## src/rtl/cpu_pkg.sv

```systemverilog
//------------------------------------------------------------------------------
// Module   : cpu_pkg
// Purpose  : Shared definitions for the memory stage: access-size encodings,
//            the memory-stage FSM state type and a size-normalising helper.
// Revision : 1.0 - initial release
//------------------------------------------------------------------------------
`default_nettype none

package cpu_pkg;

  // Access size encodings carried on the 2-bit size field
  localparam logic [1:0] SIZE_BYTE = 2'b00;
  localparam logic [1:0] SIZE_HALF = 2'b01;
  localparam logic [1:0] SIZE_WORD = 2'b10;
  localparam logic [1:0] SIZE_DBL  = 2'b11;

  // Memory-stage sequencing states
  typedef enum logic [1:0] {
    ST_IDLE = 2'd0,
    ST_REQ  = 2'd1,
    ST_WAIT = 2'd2,
    ST_DONE = 2'd3
  } state_t;

  // A double access cannot exist on a 32-bit data path; it degrades to a word.
  function automatic logic [1:0] eff_size(input logic [1:0] size, input int data_w);
    logic [1:0] r;
    r = size;
    if ((data_w == 32) && (size == SIZE_DBL)) r = SIZE_WORD;
    return r;
  endfunction

endpackage

`default_nettype wire

```

## src/rtl/mem_stage_if.sv

```systemverilog
//------------------------------------------------------------------------------
// Module   : mem_stage_if
// Purpose  : Bundles the memory stage's pipeline request, result and memory
//            bus signals.
//   slave  : view taken by the memory stage itself
//   master : view taken by the surrounding pipeline / memory model
// Signals  : in_valid/in_ready handshake, mem_read/mem_write/size/
//            load_unsigned/mem_addr/mem_write_data command, sideband
//            (branch/reg_write/write_reg/branch_addr/reg_write_data) in and out,
//            bus_req/bus_we/bus_addr/bus_wdata/bus_wstrb request,
//            bus_gnt/bus_rvalid/bus_rdata response, out_valid result strobe.
// Revision : 1.0 - initial release
//------------------------------------------------------------------------------
`default_nettype none

interface mem_stage_if #(
  parameter int DATA_W = 32,
  parameter int ADDR_W = 32,
  parameter int REG_W  = 5
);
  // Pipeline request
  logic                in_valid;
  logic                in_ready;
  logic                mem_read;
  logic                mem_write;
  logic [1:0]          size;
  logic                load_unsigned;
  logic [ADDR_W-1:0]   mem_addr;
  logic [DATA_W-1:0]   mem_write_data;
  logic                branch_in;
  logic                reg_write_in;
  logic [REG_W-1:0]    write_reg_in;
  logic [ADDR_W-1:0]   branch_addr_in;
  logic [DATA_W-1:0]   reg_write_data_in;

  // Memory bus
  logic                bus_req;
  logic                bus_we;
  logic [ADDR_W-1:0]   bus_addr;
  logic [DATA_W-1:0]   bus_wdata;
  logic [DATA_W/8-1:0] bus_wstrb;
  logic                bus_gnt;
  logic                bus_rvalid;
  logic [DATA_W-1:0]   bus_rdata;

  // Results
  logic                out_valid;
  logic                branch_out;
  logic                reg_write_out;
  logic [REG_W-1:0]    write_reg_out;
  logic [ADDR_W-1:0]   branch_addr_out;
  logic [DATA_W-1:0]   reg_write_data_out;

  modport slave (
    input  in_valid, mem_read, mem_write, size, load_unsigned, mem_addr,
           mem_write_data, branch_in, reg_write_in, write_reg_in,
           branch_addr_in, reg_write_data_in,
    output in_ready,
    output bus_req, bus_we, bus_addr, bus_wdata, bus_wstrb,
    input  bus_gnt, bus_rvalid, bus_rdata,
    output out_valid, branch_out, reg_write_out, write_reg_out,
           branch_addr_out, reg_write_data_out
  );

  modport master (
    output in_valid, mem_read, mem_write, size, load_unsigned, mem_addr,
           mem_write_data, branch_in, reg_write_in, write_reg_in,
           branch_addr_in, reg_write_data_in,
    input  in_ready,
    input  bus_req, bus_we, bus_addr, bus_wdata, bus_wstrb,
    output bus_gnt, bus_rvalid, bus_rdata,
    input  out_valid, branch_out, reg_write_out, write_reg_out,
           branch_addr_out, reg_write_data_out
  );

endinterface

`default_nettype wire

```

## src/rtl/load_align.sv

```systemverilog
//------------------------------------------------------------------------------
// Module   : load_align
// Purpose  : Combinational load data alignment: picks the addressed lane out
//            of the read bus word and sign- or zero-extends it to DATA_W.
// Ports    : i_rdata    - raw read data from the bus
//            i_lane     - byte lane of the access (already size aligned)
//            i_size     - access size (already normalised for DATA_W)
//            i_unsigned - 1 = zero-extend, 0 = sign-extend
//            o_data     - aligned, extended load value
// Revision : 1.0 - initial release
//------------------------------------------------------------------------------
`default_nettype none

module load_align
  import cpu_pkg::*;
#(
  parameter int DATA_W = 32,
  parameter int LANE_W = $clog2(DATA_W/8)
) (
  input  wire logic [DATA_W-1:0] i_rdata,
  input  wire logic [LANE_W-1:0] i_lane,
  input  wire logic [1:0]        i_size,
  input  wire logic              i_unsigned,
  output logic      [DATA_W-1:0] o_data
);

  logic [DATA_W-1:0] w_shifted;
  logic              w_sign;
  int                w_nbits;

  always_comb begin
    // Bring the addressed lane down to bit 0
    w_shifted = i_rdata >> {i_lane, 3'b000};

    w_nbits = 8 << i_size;
    if (w_nbits > DATA_W) w_nbits = DATA_W;

    case (i_size)
      SIZE_BYTE: w_sign = w_shifted[7];
      SIZE_HALF: w_sign = w_shifted[15];
      SIZE_DBL:  w_sign = w_shifted[DATA_W-1];
      default:   w_sign = w_shifted[31];
    endcase

    o_data = '0;
    for (int i = 0; i < DATA_W; i++) begin
      o_data[i] = (i < w_nbits) ? w_shifted[i] : (w_sign & ~i_unsigned);
    end
  end

endmodule

`default_nettype wire

```

## src/rtl/mem_stage.sv

```systemverilog
//------------------------------------------------------------------------------
// Module   : mem_stage
// Purpose  : Pipeline memory stage. Accepts one request at a time, issues a
//            byte/half/word/double load or store on a req/gnt + rvalid bus,
//            aligns and extends load data, and presents the registered
//            results (plus pass-through sideband) with a one-cycle out_valid.
// Ports    : clk            - clock, rising edge
//            rst_n          - asynchronous active-low reset
//            io             - mem_stage_if.slave (request, bus, results)
//            misalign_fault - only with MEM_STAGE_MISALIGN_TRAP_EN; pulses
//                             with out_valid for a trapped misaligned access
// Config   : MEM_STAGE_MISALIGN_TRAP_EN - trap misaligned half/word/double
//            accesses instead of rounding the address down.
// Revision : 1.0 - initial release
//------------------------------------------------------------------------------
`default_nettype none

module mem_stage
  import cpu_pkg::*;
#(
  parameter int DATA_W = 32,
  parameter int ADDR_W = 32,
  parameter int REG_W  = 5
) (
  input  wire logic   clk,
  input  wire logic   rst_n,
  mem_stage_if.slave  io
`ifdef MEM_STAGE_MISALIGN_TRAP_EN
  ,
  output logic        misalign_fault
`endif
);

  localparam int LANES  = DATA_W / 8;
  localparam int LANE_W = $clog2(LANES);

  state_t              r_state;
  state_t              w_next;

  // Captured request
  logic                r_we;
  logic [1:0]          r_size;
  logic                r_unsigned;
  logic [ADDR_W-1:0]   r_addr;
  logic [DATA_W-1:0]   r_wdata;
  logic [LANES-1:0]    r_wstrb;
  logic                r_branch;
  logic                r_reg_write;
  logic [REG_W-1:0]    r_write_reg;
  logic [ADDR_W-1:0]   r_branch_addr;
  logic [DATA_W-1:0]   r_rwd;

  // Result registers
  logic                r_out_branch;
  logic                r_out_reg_write;
  logic [REG_W-1:0]    r_out_write_reg;
  logic [ADDR_W-1:0]   r_out_branch_addr;
  logic [DATA_W-1:0]   r_out_rwd;
  logic                r_fault;

  logic [1:0]          w_size;
  int                  w_nbytes;
  logic [ADDR_W-1:0]   w_addr_al;
  logic [LANE_W-1:0]   w_lane;
  logic [LANES-1:0]    w_strb;
  logic [DATA_W-1:0]   w_wdata_rep;
  logic                w_cmd;
  logic                w_from_idle;
  logic                w_capture;
  logic                w_trap;
  logic                w_to_done;
  logic [DATA_W-1:0]   w_load_data;

  assign w_cmd       = io.mem_read | io.mem_write;
  assign w_from_idle = (r_state == ST_IDLE);
  assign w_capture   = w_from_idle & io.in_valid;
  assign w_to_done   = (w_next == ST_DONE) && (r_state != ST_DONE);

`ifdef MEM_STAGE_MISALIGN_TRAP_EN
  logic w_misal;
  // Any address bit below the access size set means the access is misaligned
  assign w_misal = |(io.mem_addr[LANE_W-1:0] & LANE_W'(w_nbytes - 1));
  assign w_trap  = w_capture & w_cmd & w_misal;
`else
  assign w_trap  = 1'b0;
`endif

  // Request decode: size normalisation, alignment, strobes, store replication
  always_comb begin
    w_size    = eff_size(io.size, DATA_W);
    w_nbytes  = 1 << w_size;
    w_addr_al = io.mem_addr & ~ADDR_W'(w_nbytes - 1);
    w_lane    = w_addr_al[LANE_W-1:0];

    w_strb = '0;
    for (int b = 0; b < LANES; b++) begin
      w_strb[b] = (b >= int'(w_lane)) && (b < int'(w_lane) + w_nbytes);
    end

    case (w_size)
      SIZE_BYTE: w_wdata_rep = {LANES{io.mem_write_data[7:0]}};
      SIZE_HALF: w_wdata_rep = {(LANES/2){io.mem_write_data[15:0]}};
      SIZE_DBL:  w_wdata_rep = io.mem_write_data;
      default:   w_wdata_rep = {(LANES/4){io.mem_write_data[31:0]}};
    endcase
  end

  // Next-state logic
  always_comb begin
    w_next = r_state;
    case (r_state)
      ST_IDLE: if (io.in_valid) w_next = (w_cmd && !w_trap) ? ST_REQ : ST_DONE;
      ST_REQ:  if (io.bus_gnt)  w_next = r_we ? ST_DONE : ST_WAIT;
      ST_WAIT: if (io.bus_rvalid) w_next = ST_DONE;
      ST_DONE: w_next = ST_IDLE;
      default: w_next = ST_IDLE;
    endcase
  end

  always_ff @(posedge clk or negedge rst_n) begin
    if (!rst_n) begin
      r_state <= ST_IDLE;
    end else begin
      r_state <= w_next;
    end
  end

  // Request capture
  always_ff @(posedge clk or negedge rst_n) begin
    if (!rst_n) begin
      r_we          <= 1'b0;
      r_size        <= SIZE_BYTE;
      r_unsigned    <= 1'b0;
      r_addr        <= '0;
      r_wdata       <= '0;
      r_wstrb       <= '0;
      r_branch      <= 1'b0;
      r_reg_write   <= 1'b0;
      r_write_reg   <= '0;
      r_branch_addr <= '0;
      r_rwd         <= '0;
    end else if (w_capture) begin
      // A combined read+write command is carried out as a store only
      r_we          <= io.mem_write;
      r_size        <= w_size;
      r_unsigned    <= io.load_unsigned;
      r_addr        <= w_addr_al;
      r_wdata       <= w_wdata_rep;
      r_wstrb       <= w_strb;
      r_branch      <= io.branch_in;
      r_reg_write   <= io.reg_write_in;
      r_write_reg   <= io.write_reg_in;
      r_branch_addr <= io.branch_addr_in;
      r_rwd         <= io.reg_write_data_in;
    end
  end

  load_align #(
    .DATA_W (DATA_W),
    .LANE_W (LANE_W)
  ) u_load_align (
    .i_rdata    (io.bus_rdata),
    .i_lane     (r_addr[LANE_W-1:0]),
    .i_size     (r_size),
    .i_unsigned (r_unsigned),
    .o_data     (w_load_data)
  );

  // Results load on the edge entering DONE. A no-op or trap goes IDLE->DONE
  // directly, so the sideband must then come straight from the inputs.
  always_ff @(posedge clk or negedge rst_n) begin
    if (!rst_n) begin
      r_out_branch      <= 1'b0;
      r_out_reg_write   <= 1'b0;
      r_out_write_reg   <= '0;
      r_out_branch_addr <= '0;
      r_out_rwd         <= '0;
      r_fault           <= 1'b0;
    end else if (w_to_done) begin
      r_out_branch      <= w_from_idle ? io.branch_in      : r_branch;
      r_out_reg_write   <= (w_from_idle ? io.reg_write_in  : r_reg_write) & ~w_trap;
      r_out_write_reg   <= w_from_idle ? io.write_reg_in   : r_write_reg;
      r_out_branch_addr <= w_from_idle ? io.branch_addr_in : r_branch_addr;
      if (r_state == ST_WAIT) begin
        r_out_rwd <= w_load_data;
      end else begin
        r_out_rwd <= w_from_idle ? io.reg_write_data_in : r_rwd;
      end
      r_fault           <= w_trap;
    end
  end

  assign io.in_ready           = (r_state == ST_IDLE);
  assign io.bus_req            = (r_state == ST_REQ);
  assign io.bus_we             = r_we;
  assign io.bus_addr           = r_addr;
  assign io.bus_wdata          = r_wdata;
  assign io.bus_wstrb          = r_wstrb;
  assign io.out_valid          = (r_state == ST_DONE);
  assign io.branch_out         = r_out_branch;
  assign io.reg_write_out      = r_out_reg_write;
  assign io.write_reg_out      = r_out_write_reg;
  assign io.branch_addr_out    = r_out_branch_addr;
  assign io.reg_write_data_out = r_out_rwd;

`ifdef MEM_STAGE_MISALIGN_TRAP_EN
  assign misalign_fault = r_fault & (r_state == ST_DONE);
`endif

endmodule

`default_nettype wire
```

## src/flat_wrapper.sv

```systemverilog
// flat-port wrapper written by rule: the top's interface ports become plain ports
module mem_stage_flat import cpu_pkg::*;
#(
  parameter int DATA_W = 32,
  parameter int ADDR_W = 32,
  parameter int REG_W  = 5
)
  (clk, rst_n, io_in_valid, io_mem_read, io_mem_write, io_size, io_load_unsigned, io_mem_addr, io_mem_write_data, io_branch_in, io_reg_write_in, io_write_reg_in, io_branch_addr_in, io_reg_write_data_in, io_in_ready, io_bus_req, io_bus_we, io_bus_addr, io_bus_wdata, io_bus_wstrb, io_bus_gnt, io_bus_rvalid, io_bus_rdata, io_out_valid, io_branch_out, io_reg_write_out, io_write_reg_out, io_branch_addr_out, io_reg_write_data_out);
  mem_stage_if #(.DATA_W(DATA_W), .ADDR_W(ADDR_W), .REG_W(REG_W)) io_i ();
  input  wire logic clk;
  input  wire logic rst_n;
  input wire logic [$bits(io_i.in_valid)-1:0] io_in_valid;
  input wire logic [$bits(io_i.mem_read)-1:0] io_mem_read;
  input wire logic [$bits(io_i.mem_write)-1:0] io_mem_write;
  input wire logic [$bits(io_i.size)-1:0] io_size;
  input wire logic [$bits(io_i.load_unsigned)-1:0] io_load_unsigned;
  input wire logic [$bits(io_i.mem_addr)-1:0] io_mem_addr;
  input wire logic [$bits(io_i.mem_write_data)-1:0] io_mem_write_data;
  input wire logic [$bits(io_i.branch_in)-1:0] io_branch_in;
  input wire logic [$bits(io_i.reg_write_in)-1:0] io_reg_write_in;
  input wire logic [$bits(io_i.write_reg_in)-1:0] io_write_reg_in;
  input wire logic [$bits(io_i.branch_addr_in)-1:0] io_branch_addr_in;
  input wire logic [$bits(io_i.reg_write_data_in)-1:0] io_reg_write_data_in;
  output wire logic [$bits(io_i.in_ready)-1:0] io_in_ready;
  output wire logic [$bits(io_i.bus_req)-1:0] io_bus_req;
  output wire logic [$bits(io_i.bus_we)-1:0] io_bus_we;
  output wire logic [$bits(io_i.bus_addr)-1:0] io_bus_addr;
  output wire logic [$bits(io_i.bus_wdata)-1:0] io_bus_wdata;
  output wire logic [$bits(io_i.bus_wstrb)-1:0] io_bus_wstrb;
  input wire logic [$bits(io_i.bus_gnt)-1:0] io_bus_gnt;
  input wire logic [$bits(io_i.bus_rvalid)-1:0] io_bus_rvalid;
  input wire logic [$bits(io_i.bus_rdata)-1:0] io_bus_rdata;
  output wire logic [$bits(io_i.out_valid)-1:0] io_out_valid;
  output wire logic [$bits(io_i.branch_out)-1:0] io_branch_out;
  output wire logic [$bits(io_i.reg_write_out)-1:0] io_reg_write_out;
  output wire logic [$bits(io_i.write_reg_out)-1:0] io_write_reg_out;
  output wire logic [$bits(io_i.branch_addr_out)-1:0] io_branch_addr_out;
  output wire logic [$bits(io_i.reg_write_data_out)-1:0] io_reg_write_data_out;
  assign io_i.in_valid = io_in_valid;
  assign io_i.mem_read = io_mem_read;
  assign io_i.mem_write = io_mem_write;
  assign io_i.size = io_size;
  assign io_i.load_unsigned = io_load_unsigned;
  assign io_i.mem_addr = io_mem_addr;
  assign io_i.mem_write_data = io_mem_write_data;
  assign io_i.branch_in = io_branch_in;
  assign io_i.reg_write_in = io_reg_write_in;
  assign io_i.write_reg_in = io_write_reg_in;
  assign io_i.branch_addr_in = io_branch_addr_in;
  assign io_i.reg_write_data_in = io_reg_write_data_in;
  assign io_in_ready = io_i.in_ready;
  assign io_bus_req = io_i.bus_req;
  assign io_bus_we = io_i.bus_we;
  assign io_bus_addr = io_i.bus_addr;
  assign io_bus_wdata = io_i.bus_wdata;
  assign io_bus_wstrb = io_i.bus_wstrb;
  assign io_i.bus_gnt = io_bus_gnt;
  assign io_i.bus_rvalid = io_bus_rvalid;
  assign io_i.bus_rdata = io_bus_rdata;
  assign io_out_valid = io_i.out_valid;
  assign io_branch_out = io_i.branch_out;
  assign io_reg_write_out = io_i.reg_write_out;
  assign io_write_reg_out = io_i.write_reg_out;
  assign io_branch_addr_out = io_i.branch_addr_out;
  assign io_reg_write_data_out = io_i.reg_write_data_out;
  mem_stage #(.DATA_W(DATA_W), .ADDR_W(ADDR_W), .REG_W(REG_W)) u_core (.clk(clk), .rst_n(rst_n), .io(io_i));
endmodule
```

## config.mk

```make
export PLATFORM = sky130hd
export DESIGN_NAME = mem_stage_flat
export DESIGN_NICKNAME = d
export VERILOG_FILES = /design/src/rtl/cpu_pkg.sv /design/src/rtl/mem_stage_if.sv /design/src/rtl/load_align.sv /design/src/rtl/mem_stage.sv /design/src/flat_wrapper.sv
export SDC_FILE = /design/constraint.sdc
export NUM_CORES = 1
export LEC_CHECK = 0
export ABC_AREA = 0
export ABC_CLOCK_PERIOD_IN_PS = 2200
export BUFFER_PORTS_ARGS = -buffer_cell sky130_fd_sc_hd__buf_2
export CORE_ASPECT_RATIO = 0.6
export CORE_UTILIZATION = 52
export CTS_BUF_LIST = sky130_fd_sc_hd__clkbuf_16
export DETAILED_ROUTE_END_ITERATION = 8
export GPL_TIMING_DRIVEN = 0
export HOLD_SLACK_MARGIN = 0.08
export PLACE_DENSITY_LB_ADDON = 0.25
export SETUP_SLACK_MARGIN = 0.1
export SYNTH_ARGS = -nofsm -noshare
export SYNTH_HDL_FRONTEND = slang
export SYNTH_SLANG_ARGS = --single-unit
```

## constraint.sdc

```tcl
create_clock -name clk -period 2.2 [get_ports clk]
set_input_delay 0.11 -clock clk [delete_from_list [all_inputs] [get_ports clk]]
set_output_delay 0.11 -clock clk [all_outputs]
set_load 0.02 [all_outputs]
```

======== Word-level counts from Yosys, hierarchy flattened ========
Index checks and enable logic that the tools add are counted.
storage, ports and cells
  bits in writable memories ............... 0
  memories ................................ 0
  input port bits ......................... 177
  logic and storage cells ................. 131
  bits in latches ......................... 0
  bits in read-only memories .............. 0
  bits in registers ....................... 216
operators by class
  reduce and logical (&&, ||, !) cells .... 7
  $lt $le $gt $ge ......................... 40
  divide/modulo/power cells ............... 0
  eq/ne operators ......................... 8
  multiply operators ...................... 0
  mux-type cells .......................... 48
  add/sub/neg operators ................... 2
  shifts and indexed selects .............. 3
  bitwise logic cells ..................... 6
operators by type and width
  operator                                                          count
  < comparator 6 x 32 -> 1 bit, first input constant                16
  < comparator 5 x 32 -> 1 bit, first input constant                8
  < comparator 3 x 32 -> 1 bit, first input constant                4
  < comparator 4 x 32 -> 1 bit, first input constant                4
  2-to-1 mux 32 bit                                                 4
  < comparator 1 x 32 -> 1 bit, first input constant                2
  < comparator 2 x 32 -> 1 bit, first input constant                2
  one-hot mux 32 bit (2 select lines)                               1
  2-to-1 mux 1 bit                                                  35
  adder 3 x 32 -> 32 bit                                            1
  AND 32 bit                                                        1
  > comparator 32 x 7 -> 1 bit, second input constant               1
  NOT 32 bit                                                        1
  left shift 1 x 2 -> 32 bit, first input constant                  1
  left shift 4 x 2 -> 32 bit, first input constant                  1
  >> shifter 32 x 5 -> 32 bit                                       1
  subtractor 32 x 2 -> 32 bit, second input constant                1
  2-to-1 mux 2 bit                                                  5
  == test 2 bit, second input constant                              4
  one-hot mux 2 bit (4 select lines)                                1
  == test 2 x 1 -> 1 bit, second input constant                     3
  logical NOT 2 bit                                                 3
  2-to-1 mux 5 bit                                                  1
  greater-or-equal comparator 1 x 2 -> 1 bit, first input constant  2
  other kinds (7)                                                   11

======== Longest topological paths before layout ========
Gate-level depths: netlist of run 1.
  depth after elaboration ................. 9
  mapped depth ............................ 11

======== Modules after synthesis ========
A second synthesis of run 1 with hierarchy kept.
second synthesis, totals
  cells, all modules ...................... 895
  area, all modules ....................... 10,465.0 µm²
modules (own cells, without submodules)
  module      times used  cells an instance  seq. area each (µm²)  area an instance (µm²)
  mem_stage   1           778                5,405.2               9,555.4
  load_align  1           117                0.0                   909.6

======== Worst setup path after synthesis of run 1 ========
No wires, ideal clock.
  path kind ............................... input -> register
  from .................................... input io_size[1]
  to ...................................... register u_core.r_wstrb[2] (netlist: u_core.io.bus_wstrb[2])
  arrival ................................. 1.745 ns
  required time ........................... 2.079 ns
  cell stages on the path ................. 7
  slack ................................... 0.334 ns
  path buffers ............................ 1
  path through ............................ clkbuf_1 > nor2_1 > and2_1 > ha_1 > a21oi_1 > o221ai_1 > a22o_1
on the way
  longest elaborated chain between the ends .. 9
RTL lines
  what                             RTL line            text
  from (decl)                      flat_wrapper.sv:15  input wire logic [$bits(io_i.size)-1:0] io_size;
  == test 2 bit                    cpu_pkg.sv:29       if ((data_w == 32) && (size == SIZE_DBL)) r = SIZE_WORD;
  2-to-1 mux 2 bit (*)             cpu_pkg.sv:29
  left shift 1 x 2 -> 32 bit (*)   mem_stage.sv:91     w_nbytes = 1 << w_size;
  subtractor 32 x 2 -> 32 bit (*)  mem_stage.sv:92     w_addr_al = io.mem_addr & ~ADDR_W'(w_nbytes - 1);
  NOT 32 bit (*)                   mem_stage.sv:92
  AND 32 bit (*)                   mem_stage.sv:92
  named net u_core.w_addr_al[0]    mem_stage.sv:63     logic [ADDR_W-1:0] w_addr_al;
  adder 3 x 32 -> 32 bit           mem_stage.sv:97     w_strb[b] = (b >= int'(w_lane)) && (b < int'(w_lane) + w_nbytes);
  < comparator 3 x 32 -> 1 bit     mem_stage.sv:97
  logical AND 1 bit (*)            mem_stage.sv:97
  to (signal assigned)             mem_stage.sv:149    r_wstrb <= w_strb;
  to (decl)                        mem_stage.sv:46     logic [LANES-1:0] r_wstrb;
The timed path passes the listed nets; every way through them passes the cells marked *.
A chain may end at the register's enable or synchronous reset.

======== Worst setup path in the final report of run 1 ========
  from .................................... register u_core.r_state[0]
  to ...................................... register u_core.r_wdata[4] (netlist: u_core.io.bus_wdata[4])
on the way
  longest elaborated chain between the ends .. 2
RTL lines
  what                    RTL line          text
  from (decl)             mem_stage.sv:37   state_t r_state;
  from (signal assigned)  mem_stage.sv:124  r_state <= w_next;
  logical NOT 2 bit       mem_stage.sv:75   assign w_from_idle = (r_state == ST_IDLE);
  AND 1 bit               mem_stage.sv:76   assign w_capture = w_from_idle & io.in_valid;
  to (signal assigned)    mem_stage.sv:148  r_wdata <= w_wdata_rep;
  to (decl)               mem_stage.sv:45   logic [DATA_W-1:0] r_wdata;
Every way passes these cells.

==> flow_metrics.tcl, run 1 <==
set metrics [dict create \
    grt_pass1_wl_mm 56.5 \
    syn_inst 1108 \
    tightest_slew_ns 1.04 \
    hold_depth 4 \
    seq_area_um2 5410 \
    dp_hpwl_mm 23.9 \
    top_layer "met4" \
    ioPinCount 320 \
    drc 0 \
    ys_ff_latch 216 \
    p_per_area_nw_per_um2 1470 \
    diodes 0 \
    htreeDepth 1 \
    slew_viol_final 0 \
    p_leak_nw 7.36 \
    synth_fa_ha_area_share_pct 0.122 \
    antenna_found_initial 0 \
    crit_type "flip-flop to flip-flop" \
    maxClockFrequency_mhz 494 \
    synthDistinctLibCells 44 \
    synth-edff-count 0 \
    yosys.area_share.xor_xnor_pct 0.171 \
    overflow 0 \
    clockBufferDepth 3 \
    syn-num-nets 1286 \
    wl_met1_mm 15.2 \
    swShare_pct 45.2 \
    synth_compound_area_share_pct 15.3 \
    place_area_um2 12200 \
    crit_path_end_kind "flip-flop" \
    p_clk_share_pct 15.0 \
    setup_viol 0 \
    wl_per_cell_um 19.1 \
    globalplace.congestion 0.961 \
    wl_mm 36.0 \
    synth_area_um2 10300 \
    grt_pass1_vias 10600 \
    clk_pin_slew_ns 0.06 \
    multi_input_area_um2 4480 \
    cp-start-kind "flip-flop" \
    cap_viol_max_count 0 \
    hold_viol_final 0 \
    rr_worst_depth 11 \
    comb_power_share_pct 52.6 \
    pwr-share-seq_pct 32.3 \
    num_vias 10600 \
    cts_made_buffers 21 \
    grt_usage_pct 35.6 \
    design_area_um2 14500 \
    clock-root-buffer "clkbuf_16" \
    grt_max_degree 111 \
    p_switching_mw 9.65 \
    syn_avg_cell_area_um2 9.27 \
    synth_top_family_by_area "simple AND/OR/NAND/NOR gates" \
    wl_met2_mm 15.9 \
    first_pass_iters 7 \
    cell_internal_pwr_mw 11.7 \
    fin_util_pct 75.7 \
    worstSkewPairLatency_ns 0.49 \
    ys.flop_type "dfrtp_1" \
    power.total_mw 21.3 \
    ant_nets 0 \
    first_iter_violations 1050 \
    skew_ns 0.0158 \
    ir_drop_uv 783 \
    relSlewSlack_pct 30.1 \
    arrival_ns 2.45 \
    synth-seq-area-share_pct 52.6 \
    synth-simple-area-share_pct 17.8 \
    fillers 1356 \
    required_ns 2.62 \
    vias_per_cell 5.66 \
    initial_utilization_pct 53.5 \
    period_needed_ns 2.02 \
    die-area_um2 20300 \
    drive_gt1_share_pct 26.6 \
    synth_warnings 0 \
    nets 1781 \
    cts_tree "yes" \
    dieHeight_um 111 \
    port_buffers 317 \
    cts_sinks 216 \
    worst-path-max-fanout 10 \
    rows 39 \
    rsz0062_at_grt "true" \
    fp.dieW_um 183 \
    outcome "finished clean" \
    async_flop_share_pct 100 \
    hold_path_class "primary input to flip-flop" \
    met3_length_mm 3.60 \
    fin_crit_sh_pct 92.0 \
    areaGrowthSynthToFinish_pct 41.4 \
    core-area_um2 19200 \
    synthMuxAreaShare_pct 9.37 \
]
[per-stage QoR]
stage	hold slack [ns]	setup slack (ns)	cells	TNS, ns
finish	0.111	0.176	1880	0
global route	0.136	0.101	1880	0
CTS	0.0866	0.00251	1876	0
detailed placement	0.214	-0.215	1692	-15.54
global placement	0.298	-2.72	1691	-591.60
floorplan	-0.186	0.334	1108	0
[synth_stat cells, drive strengths merged, types with 6 or more instances]
cell	n	area [um^2]
clkbuf	37	139
nand2	368	1380
nor3	16	80.1
o31ai	9	67.6
nor4	9	62.6
o21ai	129	646
a211oi	35	273
a221o	8	80.1
a21oi	29	145
inv	6	22.5
mux2i	95	951
dfrtp	216	5410
buf	46	308
a22o	17	149
nor2	32	120
a222oi	8	80.1
o22ai	12	81.3
and2	13	81.3
[layout by cell type, fill, tap and decap left out, types with 16 or more instances in the layout]
cell / count
a211oi_1: 33
nor3_1: 16
clkbuf_16: 21
buf_2: 330
a22o_1: 17
o21ai_0: 124
a21oi_1: 29
dlygate4sd3_1: 144
nor2_1: 31
buf_4: 19
clkbuf_1: 23
nand2_1: 366
dfrtp_1: 216
mux2i_1: 94
[layout make-up]
type | count | area share (%)
well taps | 266 | 2.29
flip-flops and latches | 216 | 37.2
multi-input cells | 803 | 30.9
plain buffers | 83 | 3.78
inverters | 6 | 0.155
repair buffers | 472 | 21.7
clock buffers | 21 | 3.62
clock inverters | 13 | 0.379
[logic make-up after synthesis]
kind of cell | count (synthesis)
AND/OR/NAND/NOR | 451
buffers and inverters | 89
adder cells (fa/ha/maj) | 1
multiplexers | 96
XOR/XNOR | 2
AO/OA/AOI/OAI | 253
flip-flops | 216
[per-layer routing]
metal  vias up  GRT usage (%)
li1       4785              -
met1      5100           50.4
met2       638           53.5
met3       123           8.51
met4         0           12.6
met5         -              0
[final timing paths]
| path | from | slack, ns | endpoint |
|---|---|---|---|
| worst max-delay path | u_core.r_state[0] | 0.18 | u_core.io.bus_wdata[4] |
| worst min-delay path | io_size[1] | 0.11 | u_core.io.bus_wstrb[1] |
| worst max register to register | u_core.r_state[0] | 0.18 | u_core.io.bus_wdata[4] |
| worst min register to register | u_core.r_write_reg[2] | 0.48 | u_core.r_write_reg[2] |
| max in group asynchronous | rst_n | 0.90 | u_core.io.branch_addr_out[15] |
| min in group asynchronous | rst_n | 0.28 | u_core.io.reg_write_data_out[22] |
[power groups by stage]
stage	registers, mW	clock network, mW	logic, mW
after CTS	6.83	3.23	10.8
after global routing	7.09	3.39	12.1
after floorplan	8.13	0	5.40
after global placement	6.80	0	9.96
final	6.90	3.21	11.2
after detailed placement	6.84	0	10.2
[timing repair]
| action | CTS | global route |
|---|---|---|
| buffers inserted | 6 | 4 |
| pin swaps | 1 | 1 |
| hold buffers | 144 | 0 |
| endpoints found under the hold margin | 303 | 0 |
| endpoints found under the setup margin | 163 | 138 |
| resized for setup | 32 | 29 |
[critical path, stage by stage, from the launching register on]
cell and delay, ns:
dfrtp_1 0.41, buf_6 0.14, or2_1 0.21, buf_6 0.15
inv_2 0.08, buf_8 0.12, and2_1 0.13, clkbuf_4 0.18
buf_8 0.17, buf_4 0.21, nand2_1 0.10, nand2_1 0.07
Power figures use the tool's default switching activity.
==> run 2: changes to the inputs <==
CORE_UTILIZATION = 53   (was 52)
CTS_BUF_LIST = sky130_fd_sc_hd__clkbuf_4 sky130_fd_sc_hd__clkbuf_8   (was sky130_fd_sc_hd__clkbuf_16)
==> run 2 against run 1 <==
Non-clock buffer count is 6 higher; cell count is 0.64% higher; design area is 1.4% higher; critical path depth is 3 lower; clock power is 14% higher; via count is 1.6% higher; sequential power hardly changed; critical path type is now flip-flop to output pin; critical endpoint is now io_in_ready.
==> flow_metrics.tcl, run 2 (synthesis results as in run 1) <==
set metrics [dict create \
    outcome "finished clean" \
    setup_viol 0 \
    port_buffers 317 \
    ant_nets 0 \
    grt_pass1_wl_mm 56.4 \
    fillers 1281 \
    num_vias 10800 \
    drive_gt1_share_pct 28.6 \
    grt_pass1_vias 10700 \
    cts_made_buffers 34 \
    rrSetupSlack_ns 0.18 \
    ioPinCount 320 \
    wl_mm 37.3 \
    crit_top_cell "buf_6" \
    p_leak_nw 7.50 \
    crit_buf_inv 7 \
    maxClockFrequency_mhz 490 \
    required_ns 2.09 \
    worst-path-max-fanout 10 \
    fp.dieW_um 182 \
    power.total_mw 22.0 \
    endpoint "io_in_ready" \
    rr_startpoint "u_core.r_state[0]" \
    dp_hpwl_mm 23.6 \
    overflow 0 \
    globalplace.congestion 0.945 \
    areaGrowthSynthToFinish_pct 43.3 \
    hold_viol_final 0 \
    rr_worst_depth 7 \
    cp-start-kind "flip-flop" \
    first_pass_iters 6 \
    cts_sinks 216 \
    clk_pin_slew_ns 0.06 \
    grt_max_degree 115 \
    tightest_slew_ns 0.967 \
    antenna_found_initial 0 \
    r2r_end "u_core.io.reg_write_data_out[10]" \
    cpPeakStageDelay_ns 0.39 \
    drc 0 \
    hold_ws_ns 0.135 \
    htreeDepth 2 \
    layout_commonest_cell "nand2_1" \
    relSlewSlack_pct 35.3 \
    rows 39 \
    worstSkewPairLatency_ns 0.52 \
    grt_usage_pct 36.8 \
    startpoint "u_core.r_state[0]" \
    cp_top_family "buffers and inverters" \
    ir_drop_uv 846 \
    crit_path_end_kind "output pin" \
    crit_type "flip-flop to output pin" \
    initial_utilization_pct 54.1 \
    rsz0062_at_grt "true" \
    path_depth 8 \
    clockBufferDepth 3 \
    slew_viol_final 0 \
    die-area_um2 20000 \
    skew_ns 0.0279 \
    nets 1800 \
    clock-root-buffer "clkbuf_8" \
    dieHeight_um 110 \
    vias_per_cell 5.71 \
    wl_per_cell_um 19.7 \
    cts_tree "yes" \
    p_per_area_nw_per_um2 1490 \
    final_cell_mix "nand2_1, buf_2, dfrtp_1" \
    path_cells "buf_6 -> or2_1 -> buf_6 -> inv_2 -> buf_8 -> buf_12 -> buf_12 -> buf_6" \
    hold_path_class "primary input to flip-flop" \
    cap_viol_max_count 0 \
    core-area_um2 19000 \
    arrival_ns 1.93 \
    fin_crit_sh_pct 92.7 \
    diodes 0 \
    first_iter_violations 1072 \
    period_needed_ns 2.04 \
    cpMaxStageDelayCell "dfrtp_1" \
]
-- run 2: cell types whose count changed in the layout (fill, tap and decap cells not counted), sizes merged --
cell / previous run / this run
buf: 369 / 374
clkbuf: 63 / 95
clkinv: 8 / 3
clkinvlp: 1 / 0
dlygate4sd3: 144 / 149
inv: 10 / 6
-- run 2: timing repair --
action	in CTS	in global routing
pin swaps	2	1
endpoints found under the hold margin	305	0
hold buffers	149	0
setup endpoints to repair	163	148
setup buffers	5	6
gates resized for setup	26	43
-- run 2: routing by layer --
metal,wire length (um),GRT usage [%],up-vias,part of all wire (%)
met4,1340,15.1,0,3.6
met5,0,0,-,0
li1,-,-,4845,-
met1,15100,48.1,5169,41
met3,4180,11.9,124,11
met2,16700,57.2,674,45
-- run 2: area by class of cell --
cell class	instances	area, um^2	area share (%)
plain buffers	83	551	3.74
repair buffers	478	3220	21.9
multi-input cells	803	4480	30.5
clock inverters	3	15.0	0.102
well taps	246	308	2.09
flip-flops and latches	216	5410	36.7
clock buffers	57	716	4.86
inverters	6	22.5	0.153
-- run 2: tightest hold or removal path: cells and delay by family --
| kind | cells | cell delay, ns |
|---|---|---|
| AO/OA/AOI/OAI | 2 | 0.33 |
| buffers and inverters | 1 | 0.15 |
-- run 2: worst min-delay path by stage --
stage / start / to / cells after the start
finish: io_bus_rdata[20] / u_core.io.reg_write_data_out[12] / 3
floorplan: rst_n / u_core.io.branch_addr_out[0] / 0
global route: io_bus_rdata[20] / u_core.io.reg_write_data_out[12] / 3
CTS: io_bus_rdata[20] / u_core.io.reg_write_data_out[12] / 3
detailed placement: rst_n / u_core.r_rwd[22] / 1
global placement: io_mem_addr[26] / u_core.io.bus_addr[26] / 3
-- run 2: where the power goes --
group	switching (mW)	internal, mW
sequential	1.08	5.83
clock	1.62	2.05
combinational	7.21	4.18
-- run 2: per-stage QoR --
step	area (um^2)	util, %	TNS, ns	setup slack (ns)	cells
floorplan	10300	-	0	0.334	1108
detailed placement	12200	64.3	-12.95	-0.216	1672
finish	14700	77.5	0	0.161	1892
global route	14700	77.5	0	0.0770	1892
global placement	12200	64.1	-587.33	-2.70	1671
CTS	14500	76.6	0	0.103	1886
==> run 3: changes to the inputs <==
ABC_AREA = not set   (was 0)
ABC_CLOCK_PERIOD_IN_PS = 2040   (was 2200)
SLEW_MARGIN = 20   (was not set)
clock period = 2.04 ns   (was 2.2 ns; I/O delays follow)
==> run 3 against run 2 <==
The flow now finishes with violations (negative setup slack); utilization increased by 2.4 points; wire length increased by 2.7%; critical path depth increased by 2; largest cell class unchanged.
==> flow_metrics.tcl, run 3 (synthesis results as in run 1) <==
set metrics [dict create \
    outcome "complete, but fails checks" \
    violations "negative setup slack" \
    first_pass_iters 6 \
    fillers 1157 \
    rsz0062_at_grt "true" \
    num_vias 10900 \
    rows 39 \
    setup_viol 1 \
    ir_drop_uv 1150 \
    dieHeight_um 110 \
    grt_max_degree 93 \
    placedCellCount 1673 \
    relSlewSlack_pct 36.7 \
    areaGrowthSynthToFinish_pct 47.7 \
    cts_sinks 216 \
    globalplace.congestion 0.945 \
    worst-path-max-fanout 10 \
    path_cells "buf_6 -> or2_1 -> buf_6 -> inv_4 -> buf_8 -> buf_4 -> buf_8 -> a22o_1 -> a211oi_1 -> a211oi_1" \
    first_iter_violations 1279 \
    place_area_um2 12200 \
    overflow 0 \
    grt_pass1_wl_mm 56.4 \
    required_ns 2.46 \
    cp_top_family "compound AO/OA/AOI/OAI gates" \
    diodes 0 \
    hold_viol_final 0 \
    clockBufferDepth 3 \
    clk_pin_slew_ns 0.07 \
    drive_gt1_share_pct 29.8 \
    setup_slack_ns -0.0178 \
    clock-root-buffer "clkbuf_8" \
    crit_type "flip-flop to flip-flop" \
    drc 0 \
    layout_commonest_cell "nand2_1" \
    final_cell_mix "nand2_1, buf_2, dfrtp_1" \
    antenna_found_initial 1 \
    grt_pass1_vias 10600 \
    htreeDepth 1 \
    hold_path_class "primary input to flip-flop" \
    wl_per_cell_um 20.1 \
    wl_mm 38.3 \
    p_per_area_nw_per_um2 1630 \
    rrSetupSlack_ns -0.02 \
    fp.dieW_um 182 \
    die-area_um2 20000 \
    skew_ns 0.0201 \
    period_needed_ns 2.06 \
    ant_nets 0 \
    port_buffers 317 \
    vias_per_cell 5.76 \
    slew_viol_final 0 \
    cap_viol_max_count 0 \
    dp_hpwl_mm 23.6 \
    cp-start-kind "flip-flop" \
    grt_usage_pct 36.6 \
    cpPeakStageDelay_ns 0.39 \
    crit_buf_inv 6 \
    cpMaxStageDelayCell "a211oi_1" \
    crit_path_end_kind "flip-flop" \
    initial_utilization_pct 54.1 \
    fin_crit_sh_pct 101 \
    p_leak_nw 7.65 \
    fin_cells 1901 \
    core-area_um2 19000 \
    nets 1809 \
    ioPinCount 320 \
    cts_tree "yes" \
    arrival_ns 2.48 \
    worstSkewPairLatency_ns 0.58 \
    setup_tns_ns -0.0178 \
    tightest_slew_ns 0.947 \
    design_area_um2 15200 \
    cts_made_buffers 31 \
    maxClockFrequency_mhz 486 \
]
[run 3: cell types whose count changed in the layout (fill, tap and decap cells not counted), moves of 3 or more]
cell           before  now
a211oi_2            0    8
clkbuf_8           46   43
clkbuf_4           13   18
clkbuf_16           0    3
dlygate4sd3_1     149  156
mux2i_1            94   91
buf_12              4   10
clkbuf_1           20   14
a211oi_1           33   25
buf_2             334  323
[run 3: per-stage QoR]
step / hold WS [ns] / total power, mW / setup WS, ns / util [%]
global placement: 0.290 / 18.1 / -2.85 / 64.1
detailed placement: 0.0294 / 18.4 / -0.360 / 64.4
finish: 0.103 / 24.7 / -0.0178 / 79.9
global route: 0.123 / 25.9 / -0.0698 / 79.9
CTS: 0.0908 / 23.2 / 0.0518 / 77.9
floorplan: -0.194 / 14.6 / 0.175 / -
[run 3: timing repair]
action,4_1_cts,5_1_grt
setup buffers,10,4
gates cloned,0,4
endpoints found under the setup margin,211,203
hold buffers,156,0
gates resized for setup,54,80
pin swaps,2,20
endpoints found under the hold margin,353,0
[run 3: path summary, 6_finish.rpt]
check                                            start                          endpoint  cells past startpoint
worst max-delay path                 u_core.r_state[0]  u_core.io.reg_write_data_out[13]                     10
worst min-delay path                   io_bus_rdata[9]   u_core.io.reg_write_data_out[9]                      5
worst max register to register       u_core.r_state[0]  u_core.io.reg_write_data_out[13]                     10
worst min register to register  u_core.io.bus_wdata[4]            u_core.io.bus_wdata[4]                      2
max in group asynchronous                        rst_n           u_core.io.bus_wdata[17]                      5
min in group asynchronous                        rst_n                  u_core.r_rwd[19]                      3
[run 3: per-layer routing]
layer	routed length, um	part of all wire (%)	vias to the layer above	global-route usage (%)
met3	4080	11	154	10.3
met2	17400	45	742	57.2
met4	1370	3.6	0	13.6
met1	15500	40	5205	49.0
li1	-	-	4841	-
met5	0	0	-	0.500
[run 3: report_power, final]
group          internal [mW]  switching (mW)  leakage (nW)
registers               6.29            1.22          2.70
logic                   5.08            8.07          4.56
clock network           2.28            1.75         0.391
total                   13.6            11.0          7.65
[run 3: worst reg2reg max path: stages (launching register included)]
cell	delay, ns
dfrtp_1	0.36
buf_6	0.11
or2_1	0.10
buf_6	0.10
inv_4	0.03
buf_8	0.12
buf_4	0.16
buf_8	0.15
a22o_1	0.22
a211oi_1	0.39
a211oi_1	0.16
[run 3: final cells by class]
class                   instances  area [um^2]  share of cell area, %
plain buffers                  80          652                   4.30
clock buffers                  52          659                   4.35
clock inverters                 5         75.1                  0.495
inverters                       6         27.5                  0.181
multi-input cells             803         4600                   30.3
flip-flops and latches        216         5410                   35.6
well taps                     246          308                   2.03
repair buffers                493         3440                   22.7
